`src/rtl/maxnet_if.sv`:
```
// Handshake and data bundle between a Maxnet engine and its controller.
interface maxnet_if #(
  parameter int N        = 4,
  parameter int W        = 8,
  parameter int EPS_FRAC = 8,
  parameter int ITER_W   = 16
);
  localparam int IDX_W = $clog2(N);

  logic                start;
  logic                abort;
  logic [EPS_FRAC-1:0] eps;
  logic [N*W-1:0]      in_vec;
  logic                ready;
  logic                done;
  logic                win_valid;
  logic [IDX_W-1:0]    win_idx;
  logic [W-1:0]        win_val;
  logic [ITER_W-1:0]   iter_count;
  logic                timeout;
  logic [N*W-1:0]      act_vec;

  modport master (
    output start, abort, eps, in_vec,
    input  ready, done, win_valid, win_idx, win_val, iter_count, timeout, act_vec
  );

  modport slave (
    input  start, abort, eps, in_vec,
    output ready, done, win_valid, win_idx, win_val, iter_count, timeout, act_vec
  );
endinterface

```
`src/rtl/maxnet_engine.sv`:
```
// Maxnet winner-take-all engine: iterates lateral inhibition until at most one channel survives.
// Optional iteration limit and timeout reporting enabled by defining MAXNET_TIMEOUT_EN.
module maxnet_engine #(
  parameter int N        = 4,
  parameter int W        = 8,
  parameter int EPS_FRAC = 8,
  parameter int ITER_W   = 16,
  parameter int MAX_ITER = 255
) (
  input  logic     clk,
  input  logic     rst,
  maxnet_if.slave  io_mn
);
  localparam int IDX_W  = $clog2(N);
  localparam int SUM_W  = W + IDX_W;
  localparam int PROD_W = SUM_W + EPS_FRAC;

  if (N < 2 || MAX_ITER >= 2**ITER_W) begin : g_param_check
    $error("maxnet_engine: N must be >= 2 and MAX_ITER < 2**ITER_W");
  end

  typedef enum logic [1:0] {S_IDLE, S_CHECK, S_UPDATE, S_DONE} state_t;

  state_t              r_state;
  state_t              w_next;
  logic [W-1:0]        r_act [N];
  logic [EPS_FRAC-1:0] r_eps;
  logic [ITER_W-1:0]   r_iter;
  logic                r_win_valid;
  logic [IDX_W-1:0]    r_win_idx;
  logic [W-1:0]        r_win_val;
  logic                r_timeout;

  logic [SUM_W-1:0]    w_total;
  logic [IDX_W:0]      w_nz_cnt;
  logic [W-1:0]        w_max;
  logic [IDX_W-1:0]    w_max_idx;
  logic [W-1:0]        w_new [N];
  logic                w_limit;
  logic [N*W-1:0]      w_act_flat;

  // One inhibition step: subtract the truncated scaled neighbour sum, clamped at zero.
  function automatic logic [W-1:0] inhibit(input logic [W-1:0]        a,
                                           input logic [SUM_W-1:0]    s,
                                           input logic [EPS_FRAC-1:0] e);
    logic [PROD_W-1:0] prod;
    logic [SUM_W-1:0]  p;
    prod = PROD_W'(s) * PROD_W'(e);
    p    = prod[PROD_W-1:EPS_FRAC];
    return (p >= SUM_W'(a)) ? '0 : (a - p[W-1:0]);
  endfunction

  // Strict '>' keeps the lowest index among equal maxima; an all-zero vector yields idx 0, val 0.
  always_comb begin
    w_total   = '0;
    w_nz_cnt  = '0;
    w_max     = '0;
    w_max_idx = '0;
    for (int i = 0; i < N; i++) begin
      w_total = w_total + SUM_W'(r_act[i]);
      if (r_act[i] != '0) w_nz_cnt = w_nz_cnt + (IDX_W+1)'(1);
      if (r_act[i] > w_max) begin
        w_max     = r_act[i];
        w_max_idx = IDX_W'(i);
      end
    end
  end

  always_comb begin
    for (int i = 0; i < N; i++) begin
      w_new[i] = inhibit(r_act[i], w_total - SUM_W'(r_act[i]), r_eps);
    end
  end

`ifdef MAXNET_TIMEOUT_EN
  assign w_limit = (r_iter == ITER_W'(MAX_ITER));
`else
  assign w_limit = 1'b0;
`endif

  always_comb begin
    w_next = r_state;
    case (r_state)
      S_IDLE:   if (io_mn.start) w_next = S_CHECK;
      S_CHECK: begin
        if (io_mn.abort)                        w_next = S_IDLE;
        else if (w_nz_cnt <= (IDX_W+1)'(1))     w_next = S_DONE;
        else if (w_limit)                       w_next = S_DONE;
        else                                    w_next = S_UPDATE;
      end
      S_UPDATE: w_next = io_mn.abort ? S_IDLE : S_CHECK;
      S_DONE:   w_next = S_IDLE;
      default:  w_next = S_IDLE;
    endcase
  end

  always_ff @(posedge clk or posedge rst) begin
    if (rst) begin
      r_state     <= S_IDLE;
      r_eps       <= '0;
      r_iter      <= '0;
      r_win_valid <= 1'b0;
      r_win_idx   <= '0;
      r_win_val   <= '0;
      r_timeout   <= 1'b0;
      for (int i = 0; i < N; i++) r_act[i] <= '0;
    end else begin
      r_state <= w_next;
      case (r_state)
        S_IDLE: if (io_mn.start) begin
          for (int i = 0; i < N; i++) r_act[i] <= io_mn.in_vec[i*W +: W];
          r_eps       <= io_mn.eps;
          r_iter      <= '0;
          r_win_valid <= 1'b0;
          r_win_idx   <= '0;
          r_win_val   <= '0;
          r_timeout   <= 1'b0;
        end
        S_CHECK: if (w_next == S_DONE) begin
          r_win_valid <= (w_nz_cnt == (IDX_W+1)'(1)) || w_limit;
          r_win_idx   <= w_max_idx;
          r_win_val   <= w_max;
          r_timeout   <= w_limit && (w_nz_cnt > (IDX_W+1)'(1));
        end
        S_UPDATE: if (!io_mn.abort) begin
          for (int i = 0; i < N; i++) r_act[i] <= w_new[i];
          r_iter <= r_iter + ITER_W'(1);
        end
        default: ;
      endcase
    end
  end

  always_comb begin
    w_act_flat = '0;
    for (int i = 0; i < N; i++) w_act_flat[i*W +: W] = r_act[i];
  end

  assign io_mn.ready      = (r_state == S_IDLE);
  assign io_mn.done       = (r_state == S_DONE);
  assign io_mn.win_valid  = r_win_valid;
  assign io_mn.win_idx    = r_win_idx;
  assign io_mn.win_val    = r_win_val;
  assign io_mn.iter_count = r_iter;
  assign io_mn.timeout    = r_timeout;
  assign io_mn.act_vec    = w_act_flat;
endmodule

```
`src/flat_wrapper.sv`:
```
// flat-port wrapper written by rule: the top's interface ports become plain ports
module maxnet_engine_flat 
#(
  parameter int N        = 4,
  parameter int W        = 8,
  parameter int EPS_FRAC = 8,
  parameter int ITER_W   = 16,
  parameter int MAX_ITER = 255
)
  (clk, rst, io_mn_start, io_mn_abort, io_mn_eps, io_mn_in_vec, io_mn_ready, io_mn_done, io_mn_win_valid, io_mn_win_idx, io_mn_win_val, io_mn_iter_count, io_mn_timeout, io_mn_act_vec);
  maxnet_if #(.N(N), .W(W), .EPS_FRAC(EPS_FRAC), .ITER_W(ITER_W)) io_mn_i ();
  input  logic clk;
  input  logic rst;
  input wire logic [$bits(io_mn_i.start)-1:0] io_mn_start;
  input wire logic [$bits(io_mn_i.abort)-1:0] io_mn_abort;
  input wire logic [$bits(io_mn_i.eps)-1:0] io_mn_eps;
  input wire logic [$bits(io_mn_i.in_vec)-1:0] io_mn_in_vec;
  output wire logic [$bits(io_mn_i.ready)-1:0] io_mn_ready;
  output wire logic [$bits(io_mn_i.done)-1:0] io_mn_done;
  output wire logic [$bits(io_mn_i.win_valid)-1:0] io_mn_win_valid;
  output wire logic [$bits(io_mn_i.win_idx)-1:0] io_mn_win_idx;
  output wire logic [$bits(io_mn_i.win_val)-1:0] io_mn_win_val;
  output wire logic [$bits(io_mn_i.iter_count)-1:0] io_mn_iter_count;
  output wire logic [$bits(io_mn_i.timeout)-1:0] io_mn_timeout;
  output wire logic [$bits(io_mn_i.act_vec)-1:0] io_mn_act_vec;
  assign io_mn_i.start = io_mn_start;
  assign io_mn_i.abort = io_mn_abort;
  assign io_mn_i.eps = io_mn_eps;
  assign io_mn_i.in_vec = io_mn_in_vec;
  assign io_mn_ready = io_mn_i.ready;
  assign io_mn_done = io_mn_i.done;
  assign io_mn_win_valid = io_mn_i.win_valid;
  assign io_mn_win_idx = io_mn_i.win_idx;
  assign io_mn_win_val = io_mn_i.win_val;
  assign io_mn_iter_count = io_mn_i.iter_count;
  assign io_mn_timeout = io_mn_i.timeout;
  assign io_mn_act_vec = io_mn_i.act_vec;
  maxnet_engine #(.N(N), .W(W), .EPS_FRAC(EPS_FRAC), .ITER_W(ITER_W), .MAX_ITER(MAX_ITER)) u_core (.clk(clk), .rst(rst), .io_mn(io_mn_i));
endmodule
```
`config.mk`:
```
export PLATFORM = sky130hd
export DESIGN_NAME = maxnet_engine_flat
export DESIGN_NICKNAME = d
export VERILOG_FILES = /design/src/rtl/maxnet_if.sv /design/src/rtl/maxnet_engine.sv /design/src/flat_wrapper.sv
export SDC_FILE = /design/constraint.sdc
export NUM_CORES = 1
export LEC_CHECK = 0
export CORE_MARGIN = 1.5
export CORE_UTILIZATION = 45
export CTS_CLUSTER_SIZE = 25
export DETAILED_ROUTE_END_ITERATION = 8
export MAX_ROUTING_LAYER = met4
export PLACE_DENSITY = 0.7
export SLEW_MARGIN = 20
export SYNTH_ARGS = -nofsm -noshare
export SYNTH_HDL_FRONTEND = slang
export SYNTH_SLANG_ARGS = --single-unit
```
`constraint.sdc`:
```
create_clock -name clk -period 23.1 [get_ports clk]
set_input_delay 2.31 -clock clk [delete_from_list [all_inputs] [get_ports clk]]
set_output_delay 2.31 -clock clk [all_outputs]
set_load 0.01 [all_outputs]
```
# Yosys cells after proc, flatten, opt, wreduce, memory -nomap -nowiden
# Index checks and enable logic that the tools add are counted.
# W data, S select, Z words.
# word_totals
register_bits,70
input_bits,44
output_inout_bits,62
word_cells,94
# classes
n_addsub,15
multipliers,4
n_lt_le_gt_ge,9
eq_ne,8
mux,37
n_reduce_logical,10
# ops
op,n
$mux W8,10
$mul A10 B8 Y18,4
$mux W32,2
$pmux W32 S2,1
$ge A10 B8 Y1,4
$sub A10 B8 Y10,4
$mux W16,2
$pmux W16 S2,1
$reduce_bool A8 Y1,4
$sub A8 B8 Y8,4
$gt A8 B8 Y1,3
$add A10 B8 Y10,2
$add A16 B1 Y16 const B,1
$pmux W8 S2,1
$mux W2,6
$add A8 B8 Y9,1
$mux W3,3
$gt A8 B1 Y1 const B,1
$pmux W2 S4,1
$mux W1,7
$add A3 B1 Y3 const B,2
$eq A2 B2 Y1 const B,3
$reduce_and A3 Y1,2
$ne A2 B2 Y1 const B,2
other kinds (10),12

# Logic depth before layout (Yosys ltp)
# Gate-level depths: netlist of run 1.
# logic_depth
depth_word,15
depth_mapped,41
depth_no_buf,41

# Worst setup path before layout of run 1
# OpenSTA, ideal clock, no wires.
# synth_timing
kind,reg2reg
from,"register u_core.r_act, in the netlist u_core.io_mn.act_vec[0]"
to,"register u_core.r_act, in the netlist u_core.io_mn.act_vec[17]"
setup_time_ns,0.066
arrival_time_ns,9.228
t_required_ns,23.034
slack_ns,13.805
stages_incl_launch_ff,39
n_path_buf,0
synth_period_minus_slack_ns,9.295
cell_sequence,dfrtp_1 > ha_1 > fa_1 > inv_1 > fa_1 > inv_1 > ha_1 > fa_1 > a21o_1 > a21oi_1 > nor2b_1 > o21a_1 > nor2_1 > xnor2_1 > ha_1 > o21a_1 > o31a_1 > a211oi_1 > [3 not listed] > fa_1 > fa_1 > inv_1 > fa_1 > inv_1 > ha_1 > a21o_1 > a21o_1 > a21oi_1 > o211a_1 > xnor2_1 > ha_1 > a21oi_1 > o21ai_0 > a2111oi_0 > o221ai_1 > nor2_1 > a221o_1
# synth_between
elab_chain_cells,9
elab_cells_between_ends,10
classes_between,add/sub: 5; mul: 1; order compare: 1; mux: 3
# synth_rtl
element,line,text
from (decl),maxnet_engine.sv:26,logic [W-1:0] r_act [N];
$add A8 B8 Y9 *,maxnet_engine.sv:60,w_total = w_total + SUM_W'(r_act[i]);
$add A10 B8 Y10 * (2 in a row),maxnet_engine.sv:60,
$sub A10 B8 Y10 *,maxnet_engine.sv:71,"w_new[i] = inhibit(r_act[i], w_total - SUM_W'(r_act[i]), r_eps);"
$mul A10 B8 Y18 *,maxnet_engine.sv:48,prod = PROD_W'(s) * PROD_W'(e);
$sub A8 B8 Y8 / $ge A10 B8 Y1 (equally long branches),maxnet_engine.sv:50,return (p >= SUM_W'(a)) ? '0 : (a - p[W-1:0]);
$mux W8 *,maxnet_engine.sv:50,
$mux W32 *,maxnet_engine.sv:125,S_UPDATE: if (!io_mn.abort) begin
$pmux W32 S2 *,maxnet_engine.sv:109,case (r_state)
# Mark *: on every way between the ends. The rest lies on a longest branch, timed or not. The select of a mux whose other input is x is not followed.
# A chain may end at the register's enable or synchronous reset.

# Worst setup path in the final report of run 1
# layout_timing
from,"register u_core.r_act, in the netlist u_core.io_mn.act_vec[0]"
to,"register u_core.r_act, in the netlist u_core.io_mn.act_vec[7]"
# layout_between
elab_chain_cells,9
elab_cells_between_ends,10
classes_between,add/sub: 5; mul: 1; order compare: 1; mux: 3
# layout_rtl
element,line
$add A8 B8 Y9,maxnet_engine.sv:60
$add A10 B8 Y10 (2 in a row),maxnet_engine.sv:60
$sub A10 B8 Y10,maxnet_engine.sv:71
$mul A10 B8 Y18,maxnet_engine.sv:48
$sub A8 B8 Y8 / $ge A10 B8 Y1 (equally long branches),maxnet_engine.sv:50
$mux W8 *,maxnet_engine.sv:50
$mux W32 *,maxnet_engine.sv:125
$pmux W32 S2 *,maxnet_engine.sv:109
# Marked as above.

==> results of run 1 <==
==> flip-flops by register name, summed over array words and instances (netlist names) <==
| signal | flops |
|---|---|
| u_core.io_mn.iter_count | 16 |
| u_core.io_mn.win_valid | 1 |
| u_core.r_state | 2 |
| u_core.io_mn.win_idx | 2 |
| u_core.io_mn.win_val | 8 |
| u_core.io_mn.act_vec | 32 |
| u_core.r_eps | 8 |
==> area by class of cell <==
type | instances | share of cell area
clock buffer | 9 | 0.0116
clock inverter | 7 | 0.00329
inverter | 363 | 0.0702
multi-input combinational | 1553 | 0.733
sequential | 69 | 0.0890
tap | 518 | 0.0334
timing repair buffer | 120 | 0.0598
==> cells by family after synthesis <==
| kind of cell | synth area share |
|---|---|
| compound gates | 0.120 |
| xor+xnor | 0.0565 |
| fa+ha+maj | 0.433 |
| buf+inv | 0.0897 |
| flops | 0.0986 |
| mux | 0.0116 |
| other cells | 0.000214 |
| simple gates | 0.190 |
==> through the flow <==
stage          instances  setup slack (ns)  hold slack (ns)
2_1_floorplan       2039             13.81            0.482
4_1_cts             2639             12.51            0.517
3_5_place_dp        2623             12.55            0.497
6_report            2639             12.51            0.515
3_3_place_gp        2623             12.72            0.489
5_1_grt             2639             11.84            0.556
==> worst paths after layout <==
check / from / end / slack, ns / depth (start not counted)
max: u_core.io_mn.act_vec[0] / u_core.io_mn.act_vec[7] / 12.51 / 36
min: u_core.io_mn.win_valid / u_core.io_mn.win_valid / 0.51 / 2
max reg2reg: u_core.io_mn.act_vec[0] / u_core.io_mn.act_vec[7] / 12.51 / 36
min reg2reg: u_core.io_mn.win_valid / u_core.io_mn.win_valid / 0.51 / 2
max in group asynchronous: rst / u_core.io_mn.iter_count[8] / 19.86 / 3
min in group asynchronous: rst / u_core.io_mn.act_vec[5] / 2.56 / 3
==> worst reg2reg max path, delay by kind of cell (launching register included) <==
family                   cells  cell delay [ns]
adder cells (fa/ha/maj)     12             4.77
AO/OA/AOI/OAI                9             2.83
AND/OR/NAND/NOR              8             1.17
XOR/XNOR                     3             1.06
flip-flops                   1             0.49
buffers and inverters        4             0.19
==> cells in the final DEF, fill, tap and decap left out, drive strengths merged, types with 3 or more instances in the layout <==
master / count
inv: 367
ha: 277
fa: 206
and2: 185
nand2: 144
clkdlybuf4s50: 104
a21oi: 81
nor2: 81
dfrtp: 69
nor2b: 67
xnor2: 67
nand3: 53
o21ai: 50
xor2: 46
o221ai: 33
a21o: 32
o21a: 22
nand2b: 18
mux2i: 17
and3: 16
nor3: 16
buf: 16
o31a: 15
nand4: 12
o211ai: 12
nor4: 11
a211oi: 10
a221o: 9
clkbuf: 9
o21bai: 8
o41ai: 7
nand4b: 6
or3: 5
or2: 5
a31oi: 4
o31ai: 3
mux2: 3
o2111ai: 3
o211a: 3
==> Yosys cell counts, types with 2 or more instances <==
master / number
a211oi_1: 10
a21o_1: 32
a21oi_1: 81
a221o_1: 9
a311o_1: 2
a31oi_1: 4
and2_1: 184
and3_1: 16
and4_1: 2
buf_1: 2
buf_2: 2
clkbuf_1: 49
dfrtp_1: 69
fa_1: 206
ha_1: 277
inv_1: 363
mux2_2: 3
mux2i_1: 17
nand2_1: 144
nand2b_1: 18
nand3_1: 53
nand4_1: 12
nand4b_1: 6
nor2_1: 81
nor2b_1: 67
nor3_1: 16
nor4_1: 11
o2111ai_1: 3
o211a_1: 3
o211ai_1: 11
o21a_1: 22
o21ai_0: 49
o21bai_1: 8
o221ai_1: 33
o22ai_1: 2
o31a_1: 15
o31ai_1: 3
o41ai_1: 7
or2_2: 5
or3_1: 5
xnor2_1: 67
xor2_1: 46
==> per-layer routing <==
layer	routed length, um	vias up
met3	3080	78
met4	1370	0
met2	22300	525
met1	21900	7275
met5	0	-
li1	-	6824
==> results.ini, run 1 <==
[global_route]
use_met3 = 0.0321
grt_pass1_wl_mm = 81.0
gr-max-usage-layer = met2
grtUsageMet1 = 0.348
grt_pass1_vias = 15498
grt_usage = 0.259
grt_overflow_total = 0
use_met2 = 0.406
grt_max_degree = 70
antenna_found_initial = 0

[clock_network]
cts_tree = done
numCtsBuffers = 9
insertion_delay_ns = 0.36
cts_hold_buf = 0
clock-root-buffer = clkbuf_16
cts_resized = 0
cts_max_level = 3
cts.sinks = 69
clk_path_buf_depth = 2
post_cts_buffers = 0
path_clk_slew_ns = 0.07

[final_layout]
num-fill-cells = 3672
drive_gt1_frac = 0.0222
antenna_cells = 0
seq_area_um2 = 1730
fin_util = 0.503
multi_input_area_um2 = 14200
areaGrowthSynthToFinish_pct = 10.8
layout.nets = 2643
fin_area_um2 = 19400

[drt]
drt_pass1_iterations = 7
wirelength_mm = 48.6
vias_per_cell = 5.57
vias = 14702
ant_nets = 0
drt_iter0_markers = 1030
drcViolationCount = 0
avgRoutedWirePerCell_um = 18.4

[min_path]
hp-class = reg -> reg

[yosys]
synthFlopType = dfrtp_1
netlist-cell-type-count = 66
syn_avg_cell_area_um2 = 8.59
synthesis.area_um2 = 17500
synth-edff-count = 0
ys_seq_elements = 69
yosys.area.top_type = fa_1
netlist_instances = 2039
ys_warn_count = 0
async_flop_share = 1.00
yosysSeqAreaShare = 0.0986
synth_nets = 2566
yosysTopAreaCellShare = 0.235
synth.top_cells.by_area = fa_1 24%, ha_1 20%, dfrtp_1 9.9%

[sta]
fin_tns_setup_ns = 0
report.final.setup_viol = 0
period_minus_slack_ns = 10.59
fmax_mhz = 94.4
fin_skew_ns = 0.00952
worst_slew_pin_slew_ns = 1.12
timing.final.crit_share = 0.459
rsz0062_at_grt = false
hold_viol = 0
slew-limit-headroom = 0.254
slew_violations = 0

[die]
start_util = 0.454
core_um2 = 38600
die_w_um = 200
die_area_um2 = 40100
ios = 106
row_count = 72
dieHeight_um = 200

[worst_setup_path]
cpMostUsedCell = fa_1
critPathArrivalTime_ns = 10.85
critPathTopFamily = adder cells
path_class = reg -> reg
slowest_delay_ns = 0.65
required_ns = 23.36
crit_fanout = 8
cp_slowest_cell = xor2_1
path_buf_inv = 4
worst_setup_path_start_kind = flip-flop
endpoint_kind = flip-flop

[placement]
portBuffers = 104
dp_hpwl_mm = 38.3
placed_cell_area_um2 = 19100
gp_congestion = 0.971

[run_status]
outcome = finished, final reports clean

[flow_run]
cap_violations = 0

Power of run 1 is left out: the tool's default activity adds up to more than one toggle a clock period on the data nets, which glitch-free logic cannot reach.
==> inputs of run 2 (changes only) <==
clock period = 10.45 ns   (was 23.1 ns; I/O delays follow)
==> run 2 against run 1 <==
Fmax grew 5.6%. Largest cell class unchanged. Non-clock buffer count up 31. Cell area increased by 1.5%. Worst hold slack better by 0.020 ns. Routed wire length decreased by 0.41%. Worst setup slack got worse by 12 ns. Die area unchanged. Clock-buffer cell count up 1. Highest routed layer unchanged. Register-to-register slack lost 12 ns. Global-route usage fell by 0.64 points. Via count rose by 0.39%. Core utilization up 0.76 points.
==> results.ini, run 2 (synthesized netlist as in run 1, its figures left out) <==
[clock_network]
cts.sinks = 69
numCtsBuffers = 9
path_clk_slew_ns = 0.07
insertion_delay_ns = 0.36
clock-root-buffer = clkbuf_16
clk_path_buf_depth = 2
cts_max_level = 3
cts_tree = done
cts_hold_buf = 0

[final_layout]
layout_common_cells = 362 x inv_1, 276 x ha_1, 206 x fa_1
final_common_cell = inv_1
areaGrowthSynthToFinish_pct = 12.5
drive_gt1_frac = 0.0409
largest_reg_flops = 32
fin_area_um2 = 19700
antenna_cells = 0
layout.nets = 2674

[worst_setup_path]
rrSetupSlack_ns = 0.42
path_buf_inv = 5
critPathTopFamily = adder cells
slowest_delay_ns = 0.69
cpMostUsedCell = fa_1
required_ns = 10.69
worst_setup_path_start_kind = flip-flop
path_class = reg -> reg
cp_slowest_cell = xnor2_1
crit_fanout = 8
r2r_cells = 36
regToRegEndpoint = u_core.io_mn.act_vec[0]
endpoint_kind = flip-flop
cp.depth = 36
r2r-start = u_core.io_mn.act_vec[8]
critPathArrivalTime_ns = 10.28

[sta]
hold_viol = 0
slew-limit-headroom = 0.267
fin_tns_setup_ns = 0
period_minus_slack_ns = 10.03
timing.final.crit_share = 0.960
report.final.setup_viol = 0
worst_slew_pin_slew_ns = 1.10
rsz0062_at_grt = false
fin_skew_ns = 0.00910
fmax_mhz = 99.7
slew_violations = 0

[drt]
drcViolationCount = 0
vias_per_cell = 5.53
vias = 14759
drt_iter0_markers = 1000
drt_pass1_iterations = 6
avgRoutedWirePerCell_um = 18.1
ant_nets = 0
wirelength_mm = 48.4

[global_route]
grt_max_degree = 65
antenna_found_initial = 0
grt_pass1_vias = 15185
grt_pass1_wl_mm = 79.0
grt_overflow_total = 0
grt_usage = 0.252

[die]
die_area_um2 = 40100
dieHeight_um = 200
start_util = 0.454
ios = 106
row_count = 72
core_um2 = 38600
die_w_um = 200

[placement]
gp_congestion = 0.977
portBuffers = 104
placed_cell_area_um2 = 19300
dp_hpwl_mm = 38.2

[min_path]
hold_path_depth = 2
whs_endpoint = u_core.io_mn.win_valid
hp-class = reg -> reg
hold_start = u_core.io_mn.win_valid

[flow_run]
cap_violations = 0

[run_status]
outcome = finished, final reports clean

[run 2: timing repair]
action | in CTS | in global routing
resized for setup | 0 | 14
endpoints found under the setup margin | 0 | 31
buffers inserted | 0 | 3
[run 2: how the worst max path moves through the flow]
stage,start,endpoint,slack [ns]
2_1_floorplan,u_core.io_mn.act_vec[0],u_core.io_mn.act_vec[17],1.16
3_3_place_gp,u_core.io_mn.act_vec[8],u_core.io_mn.act_vec[0],0.41
3_5_place_dp,u_core.io_mn.act_vec[8],u_core.io_mn.act_vec[0],0.18
4_1_cts,u_core.io_mn.act_vec[8],u_core.io_mn.act_vec[0],0.14
5_1_grt,u_core.io_mn.act_vec[8],u_core.io_mn.act_vec[0],0.006
6_report,u_core.io_mn.act_vec[8],u_core.io_mn.act_vec[0],0.42
[run 2: cell type report]
type                    count  area [um^2]
clock buffers              10          229
well taps                 518          648
multi-input cells        1553        14300
inverters                 363         1360
flip-flops and latches     69         1730
clock inverters             6         45.0
repair buffers            151         1390
fillers                  3721        18900
[run 2: worst reg2reg max path: cells and delay by family, from the launching register on]
kind | cells | cell delay (ns)
adder cells (fa/ha/maj) | 11 | 4.30
AND/OR/NAND/NOR | 6 | 1.00
AO/OA/AOI/OAI | 10 | 2.23
flip-flops | 1 | 0.46
buffers and inverters | 5 | 0.52
XOR/XNOR | 4 | 1.39
[run 2: stage by stage]
stage           util  hold WS [ns]  cells  worst slack (ns)
6_report       0.511         0.534   2670             0.416
5_1_grt        0.511         0.552   2670           0.00627
4_1_cts        0.508         0.530   2667             0.138
3_5_place_dp   0.501         0.502   2651             0.182
3_3_place_gp   0.501         0.493   2651             0.410
2_1_floorplan      -         0.482   2039              1.16
[run 2: metal layers]
layer / GRT usage / vias to the layer above / part of all wire
met4: 0.0647 / 0 / 0.021
met1: 0.344 / 7300 / 0.46
met3: 0.0285 / 62 / 0.059
li1: - / 6890 / -
met2: 0.400 / 507 / 0.46
met5: - / - / 0
Power of run 2 is left out for the same reason.
==> variant: new RTL, flow settings as in run 1 <==
`ITER_W` is set to 16 in 3 places; all go to 17.
--- a/src/rtl/maxnet_if.sv
+++ b/src/rtl/maxnet_if.sv
@@ -3,7 +3,7 @@
   parameter int N        = 4,
   parameter int W        = 8,
   parameter int EPS_FRAC = 8,
-  parameter int ITER_W   = 16
+  parameter int ITER_W   = 17
 );
   localparam int IDX_W = $clog2(N);
 
--- a/src/rtl/maxnet_engine.sv
+++ b/src/rtl/maxnet_engine.sv
@@ -4,7 +4,7 @@
   parameter int N        = 4,
   parameter int W        = 8,
   parameter int EPS_FRAC = 8,
-  parameter int ITER_W   = 16,
+  parameter int ITER_W   = 17,
   parameter int MAX_ITER = 255
 ) (
   input  logic     clk,
--- a/src/flat_wrapper.sv
+++ b/src/flat_wrapper.sv
@@ -4,7 +4,7 @@
   parameter int N        = 4,
   parameter int W        = 8,
   parameter int EPS_FRAC = 8,
-  parameter int ITER_W   = 16,
+  parameter int ITER_W   = 17,
   parameter int MAX_ITER = 255
 )
   (clk, rst, io_mn_start, io_mn_abort, io_mn_eps, io_mn_in_vec, io_mn_ready, io_mn_done, io_mn_win_valid, io_mn_win_idx, io_mn_win_val, io_mn_iter_count, io_mn_timeout, io_mn_act_vec);
Interface: changed (resized io_mn_iter_count); port bits go from 106 to 107. The function was not compared with the original's and may differ.
==> variant against run 1 <==
Area after synthesis grew 0.64%. First-iteration DRC count shrank 22%. Synthesized cell count shrank 0.29%. Cell count shrank 0.38%. Global-route usage shrank 0.50 points. Design area grew 0.73%. Die area grew 0.62%. Setup slack gained 0.12 ns. Sequential cell count grew 1. Routed wire length shrank 1.7%. Critical path type unchanged. Critical endpoint is now u_core.io_mn.act_vec[27]. Largest cell class unchanged.
Power is not shown: default switching activity piles up to over one toggle a cycle in this logic, so the estimate is an artifact.
==> variant: results (changes against run 1) <==
metric	value	unit	change
Clock Latency Late Sink	0.38	ns	+0.02 ns
pre-CTS setup slack	12.74	ns	+0.191 ns
HPWL Detailed	37900	um	-1.1%
Yosys cell types	70		+6.1%
Critical Path AT	10.75	ns	-0.10 ns
Synth top cells by count	inv_1, ha_1, fa_1		
vias per std cell	5.52		-1.0%
layout cell share with drive strength beyond 1	2.75	%	+0.53 points
Max-slew headroom	28.1	%	+2.7 points
Final nets	2632		-0.42%
top cells by area, synth	fa_1, ha_1, dfrtp_1		
final WL	47700	um	-1.7%
largest net degree at the start of global routing	71		+1.4%
Initial DRC Count	800		-22%
drt first pass iters	5		-2
worst reg2reg path startpoint	u_core.io_mn.act_vec[2]		
GPL Wtd Cong	0.934		-3.8%
Post-Synthesis Cells	2033		-0.29%
hold_sp	u_core.io_mn.win_idx[0]		
DR WL met2	22600	um	+1.4%
WL met1	22000	um	+0.49%
worst min-delay path endpoint	u_core.io_mn.win_idx[0]		
Seq/Total Area, Yosys	9.94	%	+0.080 points
number of global-route vias before repair	15200		-2.1%
GRT Overall Usage	25.4	%	-0.50 points
status	completed		
Worst Clk Skew	0.0237	ns	+0.0142 ns
==> variant: cell types whose count changed after synthesis, sizes merged, moves of 8 or more <==
cell,change
a211oi,-8
a21o,+13
and2,-28
and3,-9
nor2,-15
nor2b,-12
nor3b,+28
o211ai,-9
o21bai,+14
xnor2,-8
==> variant: cell type report <==
cell class | count | area [um2]
Antenna cell | 1 | 2.50
Clock buffer | 9 | 225
Clock inverter | 7 | 105
Fill cell | 3628 | 19100
Inverter | 368 | 1380
Multi-Input combinational cell | 1538 | 14300
Sequential cell | 70 | 1750
Tap cell | 518 | 648
Timing Repair Buffer | 118 | 1150
==> variant: cell families after synthesis <==
family	after synthesis	share of synthesized area, %
AND/OR/NAND/NOR	605	18.6
flip-flops	70	9.94
other	1	0.0213
XOR/XNOR	111	5.52
buffers and inverters	425	9.09
adder cells (fa/ha/maj)	483	43.1
AO/OA/AOI/OAI	316	12.4
multiplexers	22	1.32
==> variant: worst max-delay path by stage <==
stage                                     endpoint  cells after the start  slack (ns)               startpoint
after global routing      u_core.io_mn.act_vec[29]                     41       11.91  u_core.io_mn.act_vec[2]
after global placement    u_core.io_mn.act_vec[30]                     37       13.03  u_core.io_mn.act_vec[0]
after detailed placement  u_core.io_mn.act_vec[30]                     39       12.74  u_core.io_mn.act_vec[0]
final                     u_core.io_mn.act_vec[27]                     41       12.63  u_core.io_mn.act_vec[2]
after CTS                 u_core.io_mn.act_vec[27]                     39       12.68  u_core.io_mn.act_vec[0]
after floorplan           u_core.io_mn.act_vec[24]                     40       13.84  u_core.io_mn.act_vec[0]
==> variant: critical path, delay by kind of cell, from the launching register on <==
| family | cells | cell delay [ns] |
|---|---|---|
| adder cells (fa/ha/maj) | 10 | 4.19 |
| AND/OR/NAND/NOR | 7 | 0.95 |
| AO/OA/AOI/OAI | 17 | 3.88 |
| buffers and inverters | 5 | 0.37 |
| XOR/XNOR | 2 | 0.50 |
| flip-flops | 1 | 0.49 |
==> variant: through the flow <==
stage,utilization [%],cell area [um2],hold slack [ns],instances
final,50.6,19600,0.536,2629
after global routing,50.6,19500,0.567,2628
after CTS,50.6,19500,0.534,2628
after detailed placement,49.7,19200,0.525,2612
after global placement,49.7,19200,0.518,2612
after floorplan,-,17600,0.545,2033
==> variant: routing by layer <==
| metal | up-vias | GRT usage, % |
|---|---|---|
| met5 | - | - |
| met2 | 382 | 40.9 |
| met3 | 60 | 3.13 |
| met4 | 0 | 6.02 |
| met1 | 7271 | 34.0 |
| li1 | 6787 | - |
